==> config.mk <==
export PLATFORM = sky130hd
export DESIGN_NAME = id_exe_hazard_ctrl
export DESIGN_NICKNAME = d
export VERILOG_FILES = /design/src/rtl/core_pkg.sv /design/src/rtl/id_exe_hazard_ctrl_hz_match.sv /design/src/rtl/id_exe_hazard_ctrl.sv
export SDC_FILE = /design/constraint.sdc
export NUM_CORES = 1
export LEC_CHECK = 0
export CORE_MARGIN = 2
export CORE_UTILIZATION = 56
export CTS_CLUSTER_DIAMETER = 40
export DETAILED_ROUTE_END_ITERATION = 8
export DONT_BUFFER_PORTS = 1
export GPL_TIMING_DRIVEN = 1
export PLACE_DENSITY = 0.74
export SLEW_MARGIN = 20
export SYNTH_ARGS = -nofsm -noshare
export SYNTH_HDL_FRONTEND = slang
export SYNTH_SLANG_ARGS = --single-unit
==> constraint.sdc <==
create_clock -name clk -period 2.15 [get_ports clk]
set_clock_uncertainty 0.1 [all_clocks]
set_input_delay 0.43 -clock clk [delete_from_list [all_inputs] [get_ports clk]]
set_output_delay 0.43 -clock clk [all_outputs]
set_load 0.005 [all_outputs]
==> src/rtl/core_pkg.sv <==
// Shared definitions for the ID/EXE hazard controller: forwarding-select
// encodings and the scoreboard slot layout.
package core_pkg;

  localparam int REG_IDX_W = 4;

  localparam logic [1:0] FWD_REGFILE = 2'd0;
  localparam logic [1:0] FWD_EXE     = 2'd1;
  localparam logic [1:0] FWD_MEM     = 2'd2;

  // One scoreboard entry: the register-writing behaviour of an in-flight instruction.
  typedef struct packed {
    logic                 vld;
    logic                 wb_en;
    logic                 mem_r;
    logic [REG_IDX_W-1:0] dest;
  } sb_slot_t;

endpackage

==> src/rtl/id_exe_hazard_ctrl_hz_match.sv <==
// Comparator of one scoreboard slot against one ID source operand.
module hz_match
  import core_pkg::*;
(
  input  sb_slot_t             slot,
  input  logic [REG_IDX_W-1:0] src,
  input  logic                 src_vld,
  output logic                 hit,
  output logic                 is_load
);

  // A hit needs a live, register-writing producer whose destination is the source.
  assign hit     = src_vld & slot.vld & slot.wb_en & (slot.dest == src);
  assign is_load = hit & slot.mem_r;

endmodule

==> src/rtl/id_exe_hazard_ctrl.sv <==
// ID/EXE hazard controller: tracks the instructions in EXE and MEM, decides
// forwarding selects, bubbles/freezes on RAW hazards, flushes on taken
// branches and holds everything during memory waits.
module id_exe_hazard_ctrl
  import core_pkg::*;
#(
  parameter bit FORWARD_EN = 1'b1,
  parameter int CNT_W      = 32
) (
  input  logic                 clk,
  input  logic                 rst,
  input  logic                 id_wb_en,
  input  logic                 id_mem_r_en,
  input  logic [REG_IDX_W-1:0] id_dest,
  input  logic [REG_IDX_W-1:0] id_src1,
  input  logic [REG_IDX_W-1:0] id_src2,
  input  logic                 id_src1_vld,
  input  logic                 id_src2_vld,
  input  logic                 branch_taken,
  input  logic                 mem_ready,
  output logic                 freeze,
  output logic                 flush_if,
  output logic                 flush_id,
  output logic                 stall_all,
  output logic [1:0]           fwd_sel_a,
  output logic [1:0]           fwd_sel_b,
  output logic [CNT_W-1:0]     stall_cnt
);

  // The WB occupant is never compared (the regfile writes before it reads),
  // so only the EXE and MEM slots need storage.
  sb_slot_t         exe_q, exe_d, mem_q, mem_d;
  logic [CNT_W-1:0] cnt_q, cnt_d;

  sb_slot_t [1:0]                  slots;    // [0]=EXE, [1]=MEM
  logic     [1:0][REG_IDX_W-1:0]   src_idx;  // [0]=src1, [1]=src2
  logic     [1:0]                  src_vld;
  logic     [1:0][1:0]             hit, ld, stl;  // [slot][src]
  logic                            hz;
  logic     [1:0][1:0]             sel;

  assign slots   = {mem_q, exe_q};
  assign src_idx = {id_src2, id_src1};
  assign src_vld = {id_src2_vld, id_src1_vld};

  // Every slot/source pair gets a comparator; a pair stalls when forwarding
  // is off, or when the producer is a load still in EXE (data not ready).
  for (genvar j = 0; j < 2; j++) begin : g_slot
    for (genvar i = 0; i < 2; i++) begin : g_src
      hz_match u_match (
        .slot    (slots[j]),
        .src     (src_idx[i]),
        .src_vld (src_vld[i]),
        .hit     (hit[j][i]),
        .is_load (ld[j][i])
      );
      assign stl[j][i] = hit[j][i] & (FORWARD_EN ? (ld[j][i] & (j == 0)) : 1'b1);
    end
  end

  assign hz = |stl;

  // Forwarding select per source: the youngest producer (EXE) wins over MEM.
  always_comb begin
    sel = '{default: FWD_REGFILE};
    if (FORWARD_EN) begin
      for (int i = 0; i < 2; i++) begin
        if (hit[0][i])      sel[i] = ld[0][i] ? FWD_REGFILE : FWD_EXE;
        else if (hit[1][i]) sel[i] = FWD_MEM;
      end
    end
  end

  assign fwd_sel_a = sel[0];
  assign fwd_sel_b = sel[1];

  // Pipeline control, highest priority first: memory wait, branch, hazard.
  always_comb begin
    freeze    = 1'b0;
    flush_if  = 1'b0;
    flush_id  = 1'b0;
    stall_all = 1'b0;
    if (!mem_ready) begin
      stall_all = 1'b1;
    end else if (branch_taken) begin
      flush_if = 1'b1;
      flush_id = 1'b1;
    end else if (hz) begin
      freeze   = 1'b1;
      flush_id = 1'b1;
    end
  end

  // Scoreboard advance and saturating stall counter; both hold during memory waits.
  always_comb begin
    exe_d = exe_q;
    mem_d = mem_q;
    cnt_d = cnt_q;
    if (mem_ready) begin
      mem_d = exe_q;
      exe_d = flush_id ? '0 : '{vld: 1'b1, wb_en: id_wb_en, mem_r: id_mem_r_en, dest: id_dest};
      if (hz && !branch_taken && cnt_q != '1) cnt_d = cnt_q + 1'b1;
    end
  end

  // State registers.
  always_ff @(posedge clk or posedge rst) begin
    if (rst) begin
      exe_q <= '0;
      mem_q <= '0;
      cnt_q <= '0;
    end else begin
      exe_q <= exe_d;
      mem_q <= mem_d;
      cnt_q <= cnt_d;
    end
  end

  assign stall_cnt = cnt_q;

endmodule

# --- Word level (Yosys, flattened, before mapping) ---
# Cells that the tools add are included.
totals:
  reg_bits: 45
  input_bits: 20
  wordCells: 50
classes:
  n_addsub: 1
  eq_ne: 5
  n_mux: 15
  bitwise_logic: 16
  n_reduce_logical: 5
op_table:
  columns: ["cell", "n"]
  rows:
  - ["adder 32 x 1 -> 32 bit, second input constant", 1]
  - ["inequality test 32 bit, second input constant", 1]
  - ["bitwise AND 1 bit", 16]
  - ["equality test 4 bit", 4]
  - ["2-to-1 mux 1 bit", 10]
  - ["2-to-1 mux 2 bit", 4]
  - ["2-to-1 mux 7 bit", 1]
  - ["logical AND 1 bit", 2]
  - ["AND reduction 2 bit", 1]
  - ["OR reduction 2 bit", 1]
  - ["zero test 1 bit", 1]

# --- Longest topological paths before layout ---
# Gate-level depths: netlist (run 1).
logic_depth:
  word_depth: 10
  depth_mapped: 8
  depth_no_buf: 7

# --- Cells and area by module ---
# Synthesis (run 1) repeated with hierarchy kept, for this count alone.
hier_totals:
  hier_cells: 232
  hier_area_um2: 2453.6
by_module_without_submodules:
  columns: ["module", "n_inst", "cells_per_inst", "area_each_um2", "seq_area_each_um2"]
  rows:
  - ["id_exe_hazard_ctrl", 1, 196, 2198.4, 1151.1]
  - ["hz_match", 4, 9, 63.8, 0.0]

# --- Worst setup path before layout (run 1) ---
# Ideal clock, no wire load.
synth_timing:
  path_kind: "register to register"
  start: "reg cnt_q[9] (netlist: stall_cnt[9])"
  end: "reg cnt_q[1] (netlist: stall_cnt[1])"
  setup_time_ns: 0.125
  arrival_ns: 2.138
  slack_ns: -0.213
  stages_incl_launch_ff: 7
  path_buffers: 1
  synth_period_minus_slack_ns: 2.363
  cell_sequence: "dfrtp_1 > nand3_2 > or4_1 > or4_1 > and3_1 > buf_6 > mux2_4"
synth_via:
  elab_chain_cells: 3
synth_lines:
  columns: ["element", "line", "text"]
  rows:
  - ["start, declared", "id_exe_hazard_ctrl.sv:33", "logic [CNT_W-1:0] cnt_q, cnt_d;"]
  - ["start signal, assigned", "id_exe_hazard_ctrl.sv:115", "cnt_q <= cnt_d;"]
  - ["inequality test 32 bit", "id_exe_hazard_ctrl.sv:102", "if (hz && !branch_taken && cnt_q != '1) cnt_d = cnt_q + 1'b1;"]
  - ["logical AND 1 bit", "id_exe_hazard_ctrl.sv:102", null]
  - ["AND reduction 2 bit (no line)", null, null]
# Every way passes these cells.
# A chain may end at the register's enable or synchronous reset.

# --- Worst setup path in the final report (run 1) ---
layout_timing:
  start: "reg cnt_q[0] (netlist: stall_cnt[0])"
  end: "reg cnt_q[1] (netlist: stall_cnt[1])"
layout_via:
  elab_chain_cells: 3
  elab_cells_between_ends: 4
layout_lines:
  columns: ["element"]
  rows:
  - ["branches (longest 3 deep; another with adder 32 x 1 -> 32 bit)"]
# Several ways; the timed one is not identified.

==> metrics.log, run 1 <==
[metrics] portion of the post-synthesis area used by sequential elements: 49.6%
[metrics] height of the die: 67.7 um
[metrics] pre-CTS setup slack: -0.203 ns
[metrics] GRT Total Usage: 25.2%
[metrics] later-pin clock latency in the skew report: 0.30 ns
[metrics] number of H-tree branching levels: 2
[metrics] number of buffers and inverters on the critical path: 0
[metrics] TritonCTS sink count: 45
[metrics] cell-internal power: 1.18 mW
[metrics] die span in x: 67.7 um
[metrics] hpwl dp: 4.01 mm
[metrics] DR pass1 iterations: 6
[metrics] Setup WS post-layout: -0.0954 ns
[metrics] count of synthesis-stage warnings from yosys: 0
[metrics] syn avg cell area: 10.3 um^2
[metrics] Comb power frac: 9.9%
[metrics] standby leakage power: 1.41 nW
[metrics] detailed router's first-iteration violation count: 77
[metrics] proportion of synthesized flip-flops having asynchronous set or reset: 100%
[metrics] Min-Delay Path Class: input pin to flip-flop
[metrics] min cycle time layout: 2.25 ns
[metrics] CORE AREA: 3940 um^2
[metrics] setup repair after global routing missed its margin: true
[metrics] Rows: 23
[metrics] clock group share of total power: 32.4%
[metrics] final standard cell area without fillers: 3090 um^2
[metrics] clock-pin slew on the worst setup and hold paths: 0.08 ns
[metrics] final hold violation count: 0
[metrics] share of layout cells above drive strength 1: 37.5%
[metrics] Crit path required time: 2.23 ns
[metrics] cell area after placement: 2750 um^2
[metrics] routed vias: 1,953
[metrics] final core utilization: 78.3%
[metrics] Crit Path Category: flip-flop to flip-flop
[metrics] antenna cells: 0
[metrics] root buffer selected by CTS: sky130_fd_sc_hd__clkbuf_8
[metrics] antenna violations before repair: 0
[metrics] register bit count reported by yosys: 45
[metrics] Worst EP arrival: 2.33 ns
[metrics] crit start category: flip-flop
[metrics] number of max-slew violations in the final report: 0
[metrics] filler cell count: 252
[metrics] Final period util: 104%
[metrics] worst voltage drop across the vdd grid: 0.000441 V
[metrics] global-route wire length before repair: 8.47 mm
[metrics] clock tree from TritonCTS: built
[metrics] largest area contributor in the netlist: sky130_fd_sc_hd__dfrtp_1
[metrics] max-cap violations: 0
[metrics] via count of the first global-routing pass: 1,884
[metrics] highest clock frequency the design can meet: 445 MHz
[metrics] WL per Instance: 16.6 um
[metrics] Routability Congestion: 0.874
[metrics] switching power: 0.374 mW
[metrics] distinct cell type count after synthesis: 31
[metrics] Critical Path End Type: flip-flop
[metrics] gate count of the mapped netlist: 220
[metrics] Crit-path slowest cell: sky130_fd_sc_hd__or4_4
[metrics] Layout area overhead: 35.8%
[metrics] Die ar.: 4580 um^2
[metrics] commonest register cell after synthesis: sky130_fd_sc_hd__dfrtp_1
[metrics] cts bufs inserted: 5
[metrics] Final Setup Violations: 12
[metrics] cell family with the largest share of critical-path delay: simple AND/OR/NAND/NOR gates
[metrics] Crit path largest cell delay: 0.54 ns
[metrics] cell area power density: 504 nW/um^2
[metrics] total wire length after detailed routing: 5.68 mm
[metrics] net count of the mapped netlist: 241
[metrics] number of buffers on the longest clock path: 2
[metrics] DRT antenna net count: 0
[metrics] Initial Utilization: 57.6%
[metrics] violated checks: negative setup slack
[metrics] relative slew slack: 45.9%
[metrics] worst-path cell chain: ha_2 -> nand4_1 -> or2_4 -> or4_4 -> and3_4 -> mux2_4
[metrics] switching share of power: 24.0%
[metrics] global-route congestion overflow total: 0
[metrics] area share of the largest cell type after synthesis: 49.6%
[metrics] sequential fraction of design power: 57.6%
[metrics] DRC violations left: 0
[metrics] worst-path fanout max: 5
[metrics] total of buffers placed on input and output ports: 0
[metrics] run status: complete, but fails checks
[metrics] num ports: 60
[metrics] via count normalized by instance count: 5.69
[metrics] tightest hold margin: 0.149 ns
[metrics] worst-margin pin slew: 0.807 ns
[metrics] number of enable-type register cells in the synthesized netlist: 0
[metrics] Net count, final: 313
[metrics] pin count of the biggest net entering global routing: 25
[metrics] top cells by area, synth: sky130_fd_sc_hd__dfrtp_1 50%, sky130_fd_sc_hd__xnor2_1 13%, sky130_fd_sc_hd__xor2_1 5.0%
[metrics] summed instance area of the synthesized netlist: 2270 um^2
[power groups by stage]
stage | clock network (mW) | registers (mW) | logic [mW]
finish | 0.504 | 0.896 | 0.155
global route | 0.545 | 0.899 | 0.169
CTS | 0.513 | 0.894 | 0.147
detailed placement | 0 | 0.911 | 0.130
global placement | 0 | 0.908 | 0.126
floorplan | 0 | 0.907 | 0.0924
[logic make-up after synthesis]
kind of cell | count (synthesis) | synth area share, %
flip-flops | 45 | 49.6
buffers and inverters | 14 | 2.64
adder cells (fa/ha/maj) | 1 | 0.551
AO/OA/AOI/OAI | 12 | 4.35
multiplexers | 7 | 3.63
AND/OR/NAND/NOR | 94 | 21.1
XOR/XNOR | 47 | 18.1
[placed cells by master (no fill, tap or decap), types with 2 or more instances in the layout]
| master | synthesis | routed |
|---|---|---|
| sky130_fd_sc_hd__nor3_1 | 11 | 7 |
| sky130_fd_sc_hd__nand3_2 | 1 | 3 |
| sky130_fd_sc_hd__clkbuf_8 | 0 | 5 |
| sky130_fd_sc_hd__nand2_1 | 15 | 15 |
| sky130_fd_sc_hd__nor4_1 | 2 | 2 |
| sky130_fd_sc_hd__xnor2_1 | 34 | 29 |
| sky130_fd_sc_hd__nor2_1 | 20 | 14 |
| sky130_fd_sc_hd__clkbuf_1 | 1 | 2 |
| sky130_fd_sc_hd__or4_4 | 0 | 3 |
| sky130_fd_sc_hd__inv_1 | 11 | 10 |
| sky130_fd_sc_hd__nor2_2 | 0 | 5 |
| sky130_fd_sc_hd__xnor2_2 | 0 | 5 |
| sky130_fd_sc_hd__dfrtp_1 | 45 | 45 |
| sky130_fd_sc_hd__nand3_1 | 15 | 12 |
| sky130_fd_sc_hd__a22o_1 | 5 | 5 |
| sky130_fd_sc_hd__mux2_2 | 6 | 6 |
| sky130_fd_sc_hd__xor2_1 | 13 | 13 |
| sky130_fd_sc_hd__and3_1 | 3 | 2 |
| sky130_fd_sc_hd__nand4_1 | 17 | 17 |
| sky130_fd_sc_hd__nor3_2 | 0 | 4 |
| sky130_fd_sc_hd__buf_4 | 0 | 63 |
| sky130_fd_sc_hd__or3_1 | 3 | 3 |
[cell usage after synthesis (2+ instances only)]
master,number
sky130_fd_sc_hd__a22o_1,5
sky130_fd_sc_hd__and3_1,3
sky130_fd_sc_hd__dfrtp_1,45
sky130_fd_sc_hd__inv_1,11
sky130_fd_sc_hd__mux2_2,6
sky130_fd_sc_hd__nand2_1,15
sky130_fd_sc_hd__nand3_1,15
sky130_fd_sc_hd__nand4_1,17
sky130_fd_sc_hd__nor2_1,20
sky130_fd_sc_hd__nor3_1,11
sky130_fd_sc_hd__nor4_1,2
sky130_fd_sc_hd__o21ai_0,2
sky130_fd_sc_hd__or3_1,3
sky130_fd_sc_hd__or4_1,3
sky130_fd_sc_hd__xnor2_1,34
sky130_fd_sc_hd__xor2_1,13
[state kept, by name, summed over array words and instances, names as in the netlist]
register and count:
stall_cnt 32, mem_q 6, exe_q 7
[path summary, 6_finish.rpt]
path	startpoint	to	slack (ns)	cells after the start
setup reg to reg	stall_cnt[0]$_DFFE_PP0P_	stall_cnt[1]$_DFFE_PP0P_	-0.1	6
setup / recovery	stall_cnt[0]$_DFFE_PP0P_	stall_cnt[1]$_DFFE_PP0P_	-0.1	6
max in group asynchronous	rst	stall_cnt[1]$_DFFE_PP0P_	0.88	3
min in group asynchronous	rst	exe_q[1]$_DFFE_PP0P_	0.54	2
hold / removal	mem_ready	exe_q[4]$_DFFE_PP0P_	0.15	1
hold reg to reg	mem_q[5]$_DFFE_PP0P_	mem_q[5]$_DFFE_PP0P_	0.47	1
[area by class of cell]
class | instances | area, um^2 | share of cell area, %
multi-input cells | 162 | 1250 | 40.6
flip-flops and latches | 45 | 1130 | 36.5
repair buffers | 66 | 514 | 16.7
clock buffers | 7 | 76.3 | 2.47
well taps | 50 | 62.6 | 2.03
inverters | 12 | 45.0 | 1.46
clock inverters | 1 | 7.51 | 0.243
[repair_timing]
action                                  CTS  global route
hold buffers                              1             0
hold endpoints to repair                 21             0
gates cloned                              1             0
endpoints found under the setup margin   30            34
setup buffers                             6             5
resized for setup                        15            17
pin swaps                                 9             9
[per-stage QoR]
stage / cells / setup TNS (ns) / total power [mW]
3_3_place_gp: 322 / -0.363 / 1.03
4_1_cts: 338 / -0.0748 / 1.55
5_1_grt: 343 / -2.01 / 1.61
6_report: 343 / -0.285 / 1.55
2_1_floorplan: 220 / -0.494 / 0.999
3_5_place_dp: 322 / -1.78 / 1.04
[layer usage]
layer	track usage (%)	routed length [um]	share of wire, %	vias up
met3	7.67	403	7.1	16
met4	9.69	135	2.4	0
met2	43.9	2940	52	64
met1	28.9	2200	39	957
li1	-	-	-	916
met5	0	0	0	-
Note: power is estimated with default switching activity, not from simulation.
==> inputs of run 2 (changes only) <==
--- a/config.mk
+++ b/config.mk
@@ -5,13 +5,15 @@
 export SDC_FILE = /design/constraint.sdc
 export NUM_CORES = 1
 export LEC_CHECK = 0
+export CELL_PAD_IN_SITES_DETAIL_PLACEMENT = 0
+export CELL_PAD_IN_SITES_GLOBAL_PLACEMENT = 2
 export CORE_MARGIN = 2
-export CORE_UTILIZATION = 56
+export CORE_UTILIZATION = 35
 export CTS_CLUSTER_DIAMETER = 40
 export DETAILED_ROUTE_END_ITERATION = 8
 export DONT_BUFFER_PORTS = 1
 export GPL_TIMING_DRIVEN = 1
-export PLACE_DENSITY = 0.74
+export PLACE_DENSITY_LB_ADDON = 0.1
 export SLEW_MARGIN = 20
 export SYNTH_ARGS = -nofsm -noshare
 export SYNTH_HDL_FRONTEND = slang
==> run 2 against run 1 <==
The flow still finishes with violations (negative setup slack). Die area rose by 56%. Cell count up 9.6%. Register-to-register slack better by 0.02 ns. Critical endpoint is now stall_cnt[28]$_DFFE_PP0P_. Largest power group unchanged.
==> metrics.log, run 2 (synthesis results as in run 1) <==
[metrics] Initial Utilization: 36.0% (was 57.6%)
[metrics] Setup WS post-layout: -0.0780 ns (was -0.0954 ns)
[metrics] Worst EP arrival: 2.33 ns (about the same)
[metrics] Crit Path Category: flip-flop to flip-flop (unchanged)
[metrics] height of the die: 84.6 um (was 67.7 um)
[metrics] worst voltage drop across the vdd grid: 0.000240 V (was 0.000441 V)
[metrics] number of buffers on the longest clock path: 2 (unchanged)
[metrics] antenna cells: 0 (unchanged)
[metrics] leading cell type in the layout, fill and taps excluded: sky130_fd_sc_hd__buf_4 (unchanged)
[metrics] DR pass1 iterations: 4 (was 6)
[metrics] routed vias: 1,983 (was 1,953)
[metrics] setup repair after global routing missed its margin: true (unchanged)
[metrics] DRC violations left: 0 (unchanged)
[metrics] TritonCTS sink count: 45 (unchanged)
[metrics] worst-path fanout max: 5 (unchanged)
[metrics] num ports: 60 (unchanged)
[metrics] relative slew slack: 48.7% (was 45.9%)
[metrics] hpwl dp: 4.53 mm (was 4.01 mm)
[metrics] total power: 1.62 mW (was 1.55 mW)
[metrics] WL per Instance: 17.0 um (was 16.6 um)
[metrics] global-route congestion overflow total: 0 (unchanged)
[metrics] Final Setup Violations: 5 (was 12)
[metrics] later-pin clock latency in the skew report: 0.29 ns (was 0.30 ns)
[metrics] worst-margin pin slew: 0.764 ns (was 0.807 ns)
[metrics] cts bufs inserted: 5 (unchanged)
[metrics] total wire length after detailed routing: 6.38 mm (was 5.68 mm)
[metrics] min cycle time layout: 2.23 ns (was 2.25 ns)
[metrics] highest clock frequency the design can meet: 449 MHz (was 445 MHz)
[metrics] Routability Congestion: 0.843 (was 0.874)
[metrics] via count normalized by instance count: 5.27 (was 5.69)
[metrics] Final period util: 104% (about the same)
[metrics] GRT Total Usage: 17.9% (was 25.2%)
[metrics] CORE AREA: 6310 um^2 (was 3940 um^2)
[metrics] cell family with the largest share of critical-path delay: simple AND/OR/NAND/NOR gates (unchanged)
[metrics] pre-CTS setup slack: -0.187 ns (was -0.203 ns)
[metrics] filler cell count: 567 (was 252)
[metrics] clock-pin slew on the worst setup and hold paths: 0.09 ns (was 0.08 ns)
[metrics] run status: complete, but fails checks (unchanged)
[metrics] antenna violations before repair: 0 (unchanged)
[metrics] Layout area overhead: 44.6% (was 35.8%)
[metrics] number of buffers and inverters on the critical path: 1 (was 0)
[metrics] via count of the first global-routing pass: 2,152 (was 1,884)
[metrics] root buffer selected by CTS: sky130_fd_sc_hd__clkbuf_8 (unchanged)
[metrics] tightest hold margin: 0.138 ns (was 0.149 ns)
[metrics] flip-flop count of the largest register, all copies and words added: 32 (unchanged)
[metrics] number of max-slew violations in the final report: 0 (unchanged)
[metrics] cell area power density: 494 nW/um^2 (was 504 nW/um^2)
[metrics] share of layout cells above drive strength 1: 41.8% (was 37.5%)
[metrics] Rows: 29 (was 23)
[metrics] global-route wire length before repair: 10.3 mm (was 8.47 mm)
[metrics] die span in x: 84.6 um (was 67.7 um)
[metrics] crit start category: flip-flop (unchanged)
[metrics] Crit-path slowest cell: sky130_fd_sc_hd__or4_4 (unchanged)
[metrics] number of H-tree branching levels: 2 (unchanged)
[metrics] total of buffers placed on input and output ports: 0 (unchanged)
[metrics] standby leakage power: 1.52 nW (was 1.41 nW)
[metrics] violated checks: negative setup slack (unchanged)
[metrics] Crit path required time: 2.26 ns (was 2.23 ns)
[metrics] setup TNS after final layout: -0.184 ns (was -0.285 ns)
[metrics] DRT antenna net count: 0 (unchanged)
[metrics] Die ar.: 7150 um^2 (was 4580 um^2)
[metrics] final hold violation count: 0 (unchanged)
[metrics] Min-Delay Path Class: input pin to flip-flop (unchanged)
[metrics] most used cells in the layout excluding fill and tap cells: 67 x sky130_fd_sc_hd__buf_4, 45 x sky130_fd_sc_hd__dfrtp_1, 31 x sky130_fd_sc_hd__xnor2_1 (was 63 x sky130_fd_sc_hd__buf_4, 45 x sky130_fd_sc_hd__dfrtp_1, 29 x sky130_fd_sc_hd__xnor2_1)
[metrics] worst-path cell chain: nand3_2 -> buf_4 -> or4_4 -> a211oi_4 -> nand3_4 -> nor3_4 -> xor2_1 (was ha_2 -> nand4_1 -> or2_4 -> or4_4 -> and3_4 -> mux2_4)
[metrics] Critical Path End Type: flip-flop (unchanged)
[metrics] max-cap violations: 0 (unchanged)
[metrics] Net count, final: 319 (was 313)
[metrics] pin count of the biggest net entering global routing: 28 (was 25)
[metrics] clock tree from TritonCTS: built (unchanged)
[metrics] Crit path largest cell delay: 0.56 ns (was 0.54 ns)
[metrics] detailed router's first-iteration violation count: 76 (was 77)
run 2: area by class of cell:
type	instances	area [um^2]	share of cell area (%)
inverters	12	45.0	1.37
flip-flops and latches	45	1130	34.3
clock buffers	7	96.3	2.93
multi-input cells	162	1350	41.1
repair buffers	72	567	17.3
clock inverters	1	5.00	0.152
well taps	77	96.3	2.93
run 2: through the flow:
step | utilization [%] | instances | area, um^2
6_report | 52.0 | 376 | 3290
5_1_grt | 52.0 | 376 | 3290
4_1_cts | 48.3 | 370 | 3050
3_5_place_dp | 44.7 | 354 | 2820
3_3_place_gp | 44.7 | 354 | 2820
2_1_floorplan | - | 220 | 2280
run 2: path summary, 6_finish.rpt:
path | slack, ns | start | depth (start not counted) | end
setup / recovery | -0.08 | stall_cnt[10]$_DFFE_PP0P_ | 7 | stall_cnt[28]$_DFFE_PP0P_
hold / removal | 0.14 | mem_ready | 1 | exe_q[4]$_DFFE_PP0P_
setup reg to reg | -0.08 | stall_cnt[10]$_DFFE_PP0P_ | 7 | stall_cnt[28]$_DFFE_PP0P_
hold reg to reg | 0.46 | exe_q[6]$_DFFE_PP0P_ | 1 | exe_q[6]$_DFFE_PP0P_
max in group asynchronous | 0.89 | rst | 3 | stall_cnt[31]$_DFFE_PP0P_
min in group asynchronous | 0.52 | rst | 2 | stall_cnt[18]$_DFFE_PP0P_
run 2: per-layer routing:
layer | global-route usage, % | vias to the layer above | part of all wire, %
met5 | 0 | - | 0
met4 | 5.63 | 0 | 1.0
met3 | 4.72 | 7 | 5.1
met2 | 30.5 | 52 | 51
met1 | 22.2 | 1005 | 43
li1 | - | 919 | -
run 2: what timing repair did:
item / 4_1_cts / 5_1_grt
hold endpoints to repair: 18 / 0
endpoints found under the setup margin: 26 / 32
cloned: 1 / 0
resized for setup: 17 / 37
hold buffers: 1 / 0
pin swaps: 8 / 31
buffers inserted: 6 / 6
run 2: power by group:
| group | leakage (nW) | internal [mW] | total [mW] | switching [mW] |
|---|---|---|---|---|
| Sequential | 0.594 | 0.869 | 0.897 | 0.0270 |
| Clock | 0.0542 | 0.291 | 0.576 | 0.285 |
| Combinational | 0.869 | 0.0809 | 0.151 | 0.0700 |
| Total | 1.52 | 1.24 | 1.62 | 0.382 |
==> inputs of run 3 (changes only) <==
--- a/config.mk
+++ b/config.mk
@@ -5,8 +5,10 @@
 export SDC_FILE = /design/constraint.sdc
 export NUM_CORES = 1
 export LEC_CHECK = 0
+export ABC_CLOCK_PERIOD_IN_PS = 2150
 export CELL_PAD_IN_SITES_DETAIL_PLACEMENT = 0
 export CELL_PAD_IN_SITES_GLOBAL_PLACEMENT = 2
+export CORE_ASPECT_RATIO = 0.75
 export CORE_MARGIN = 2
 export CORE_UTILIZATION = 35
 export CTS_CLUSTER_DIAMETER = 40
@@ -17,4 +19,5 @@
 export SLEW_MARGIN = 20
 export SYNTH_ARGS = -nofsm -noshare
 export SYNTH_HDL_FRONTEND = slang
+export SYNTH_HIERARCHICAL = 1
 export SYNTH_SLANG_ARGS = --single-unit
==> run 3 against run 2 <==
The run still ends with negative setup slack left. Die area rose by 5.0%. Register-to-register slack got worse by 0.06 ns. Critical path depth did not move. Power rose by 5.1%. Cell area fell by 1.7%. Area after synthesis rose by 5.2%. Sequential cell count did not move. Core utilization fell by 3.9 points. First-iteration DRC count fell by 25%. Via count fell by 1.5%. Critical endpoint is now freeze. Highest routed layer unchanged.
==> metrics.log, run 3 <==
[metrics] R2R cell count: 9 (was 7)
[metrics] violated checks: negative setup slack (unchanged)
[metrics] footprint of the multi-input gates: 1370 um^2 (was 1350 um^2)
[metrics] most used cells in the layout excluding fill and tap cells: 61 x sky130_fd_sc_hd__buf_4, 44 x sky130_fd_sc_hd__dfrtp_1, 29 x sky130_fd_sc_hd__xnor2_1 (was 67 x sky130_fd_sc_hd__buf_4, 45 x sky130_fd_sc_hd__dfrtp_1, 31 x sky130_fd_sc_hd__xnor2_1)
[metrics] height of the die: 75.6 um (was 84.6 um)
[metrics] CORE AREA: 6700 um^2 (was 6310 um^2)
[metrics] Critical R2R Capture: stall_cnt[28]$_DFFE_PP0P_ (unchanged)
[metrics] final hold violation count: 0 (unchanged)
[metrics] cell area power density: 528 nW/um^2 (was 494 nW/um^2)
[metrics] hpwl dp: 4.89 mm (was 4.53 mm)
[metrics] Critical Path End Type: output pin (was flip-flop)
[metrics] relative slew slack: 59.2% (was 48.7%)
[metrics] routed vias: 1,954 (was 1,983)
[metrics] Rows: 26 (was 29)
[metrics] Final Setup Violations: 28 (was 5)
[metrics] FF/Latch Area: 1130 um^2 (about the same)
[metrics] setup TNS after final layout: -2.01 ns (was -0.184 ns)
[metrics] slack of the worst reg-to-reg path: -0.14 ns (was -0.08 ns)
[metrics] Worst EP arrival: 1.81 ns (was 2.33 ns)
[metrics] GRT Total Usage: 18.0% (was 17.9%)
[metrics] max-cap violations: 0 (unchanged)
[metrics] standby leakage power: 1.46 nW (was 1.52 nW)
[metrics] share of layout cells above drive strength 1: 39.8% (was 41.8%)
[metrics] Die ar.: 7510 um^2 (was 7150 um^2)
[metrics] Layout area overhead: 35.1% (was 44.6%)
[metrics] Post-CTS Hold Buffers: 0 (was 1)
[metrics] final core utilization: 48.2% (was 52.0%)
[metrics] global-route congestion overflow total: 0 (unchanged)
[metrics] Min-Delay Path Class: input pin to asynchronous set/reset pin (was input pin to flip-flop)
[metrics] WL per Instance: 17.6 um (was 17.0 um)
[metrics] final standard cell area without fillers: 3230 um^2 (was 3290 um^2)
[metrics] crit start category: flip-flop (unchanged)
[metrics] detailed router's first-iteration violation count: 57 (was 76)
[metrics] start of the worst register-to-register path: exe_q[0]$_DFFE_PP0P_ (was stall_cnt[10]$_DFFE_PP0P_)
[metrics] worst voltage drop across the vdd grid: 0.000216 V (was 0.000240 V)
[metrics] number of buffers and inverters on the critical path: 2 (was 1)
[metrics] flip-flop count of the largest register, all copies and words added: 32 (unchanged)
[metrics] pin count of the biggest net entering global routing: 46 (was 28)
[metrics] min cycle time layout: 2.34 ns (was 2.23 ns)
[metrics] total of buffers placed on input and output ports: 0 (unchanged)
[metrics] filler cell count: 633 (was 567)
[metrics] pre-CTS setup slack: -0.132 ns (was -0.187 ns)
[metrics] Final period util: 109% (was 104%)
[metrics] total wire length after detailed routing: 6.66 mm (was 6.38 mm)
[metrics] worst-path fanout max: 7 (was 5)
[metrics] number of max-slew violations in the final report: 0 (unchanged)
[metrics] leading cell type in the layout, fill and taps excluded: sky130_fd_sc_hd__buf_4 (unchanged)
[metrics] DR pass1 iterations: 4 (unchanged)
[metrics] DRC violations left: 0 (unchanged)
[metrics] worst-margin pin slew: 0.612 ns (was 0.764 ns)
[metrics] clock tree from TritonCTS: built (unchanged)
[metrics] Crit-path slowest cell: sky130_fd_sc_hd__dfrtp_2 (was sky130_fd_sc_hd__or4_4)
[metrics] net count of the mapped netlist: 247 (was 241)
[metrics] antenna cells: 0 (unchanged)
[metrics] syn avg cell area: 10.6 um^2 (was 10.3 um^2)
[metrics] later-pin clock latency in the skew report: 0.29 ns (about the same)
[metrics] worst-path cell chain: xnor2_2 -> nand4_1 -> buf_4 -> nor2_2 -> a22oi_2 -> nor2_4 -> buf_6 (was nand3_2 -> buf_4 -> or4_4 -> a211oi_4 -> nand3_4 -> nor3_4 -> xor2_1)
[metrics] Initial Utilization: 35.7% (was 36.0%)
[metrics] gate count of the mapped netlist: 226 (was 220)
[metrics] global-route wire length before repair: 10.4 mm (was 10.3 mm)
[metrics] die span in x: 99.4 um (was 84.6 um)
[metrics] cell area after placement: 2880 um^2 (was 2820 um^2)
[metrics] Net count, final: 314 (was 319)
[metrics] count of synthesis-stage warnings from yosys: 6 (was 0)
[metrics] Crit path required time: 1.62 ns (was 2.26 ns)
[metrics] highest clock frequency the design can meet: 428 MHz (was 449 MHz)
[metrics] Routability Congestion: 0.863 (was 0.843)
[metrics] Crit path largest cell delay: 0.45 ns (was 0.56 ns)
[metrics] number of buffers on the longest clock path: 2 (unchanged)
[metrics] TritonCTS sink count: 45 (unchanged)
[metrics] run status: complete, but fails checks (unchanged)
[metrics] number of H-tree branching levels: 2 (unchanged)
[metrics] cell family with the largest share of critical-path delay: flip-flops (was simple AND/OR/NAND/NOR gates)
[metrics] root buffer selected by CTS: sky130_fd_sc_hd__clkbuf_8 (unchanged)
[metrics] Crit Path Category: flip-flop to output pin (was flip-flop to flip-flop)
[metrics] clock-pin slew on the worst setup and hold paths: 0.09 ns (about the same)
[metrics] via count normalized by instance count: 5.17 (was 5.27)
[metrics] Setup WS post-layout: -0.188 ns (was -0.0780 ns)
[metrics] via count of the first global-routing pass: 2,032 (was 2,152)
[metrics] cts bufs inserted: 5 (unchanged)
[metrics] summed instance area of the synthesized netlist: 2390 um^2 (was 2270 um^2)
[metrics] antenna violations before repair: 0 (unchanged)
[metrics] num ports: 60 (unchanged)
[metrics] DRT antenna net count: 0 (unchanged)
[metrics] setup repair after global routing missed its margin: true (unchanged)
[run 3: changes by cell type in the layout (fill, tap and decap cells not counted), moves of 5 or more]
cell                        change
sky130_fd_sc_hd__nor3_1         -7
sky130_fd_sc_hd__buf_4          -6
sky130_fd_sc_hd__inv_1          -6
sky130_fd_sc_hd__o2bb2ai_1      +6
sky130_fd_sc_hd__a22o_1         -5
sky130_fd_sc_hd__and2_1         +5
sky130_fd_sc_hd__and3_1         +5
sky130_fd_sc_hd__nor2_4         -5
sky130_fd_sc_hd__nor3_2         +5
[run 3: cell type report]
| class | instances | area share [%] |
|---|---|---|
| Tap cell | 84 | 3.25 |
| Clock inverter | 1 | 0.930 |
| Multi-Input combinational cell | 171 | 42.3 |
| Timing Repair Buffer | 64 | 15.2 |
| Clock buffer | 7 | 2.67 |
| Inverter | 6 | 0.697 |
| Sequential cell | 45 | 34.9 |
[run 3: how the worst max path moves through the flow]
| stage | from | end | depth (start not counted) |
|---|---|---|---|
| floorplan | id_src1[0] | stall_cnt[28]$_DFFE_PP0P_ | 8 |
| global placement | id_src1[0] | stall_cnt[14]$_DFFE_PP0P_ | 9 |
| detailed placement | id_src2[0] | stall_cnt[28]$_DFFE_PP0P_ | 8 |
| CTS | exe_q[0]$_DFFE_PP0P_ | freeze | 6 |
| global route | exe_q[0]$_DFFE_PP0P_ | freeze | 6 |
| finish | exe_q[0]$_DFFE_PP0P_ | freeze | 7 |
[run 3: stage by stage]
step                power [mW]  hold WS [ns]  instances
global route              1.78         0.107        378
CTS                       1.72        0.0824        373
global placement          1.05         0.386        359
floorplan                 1.02         0.376        226
finish                    1.71        0.0624        378
detailed placement        1.06         0.402        359
[run 3: power by group]
part	internal [mW]	total, mW	switching [mW]
combinational	0.0766	0.144	0.0669
clock	0.379	0.656	0.277
sequential	0.874	0.907	0.0333
total	1.33	1.71	0.377
[run 3: layer usage]
metal	global-route usage (%)	vias up	part of all wire [%]
li1	-	935	-
met1	25.7	963	48
met2	27.1	52	44
met3	5.60	4	7.6
met4	4.26	0	0.71
met5	0	-	0
[run 3: what timing repair did]
action,in CTS,in global routing
cloned,0,1
resized for setup,15,17
pin swaps,21,22
setup buffers,6,6
endpoints found under the setup margin,23,38
[run 3: worst register-to-register path: cells and delay by family (launching register included)]
family                 cells  cell delay (ns)
multiplexers               1             0.30
AO/OA/AOI/OAI              1             0.15
flip-flops                 1             0.45
XOR/XNOR                   1             0.15
buffers and inverters      1             0.18
AND/OR/NAND/NOR            5             0.85
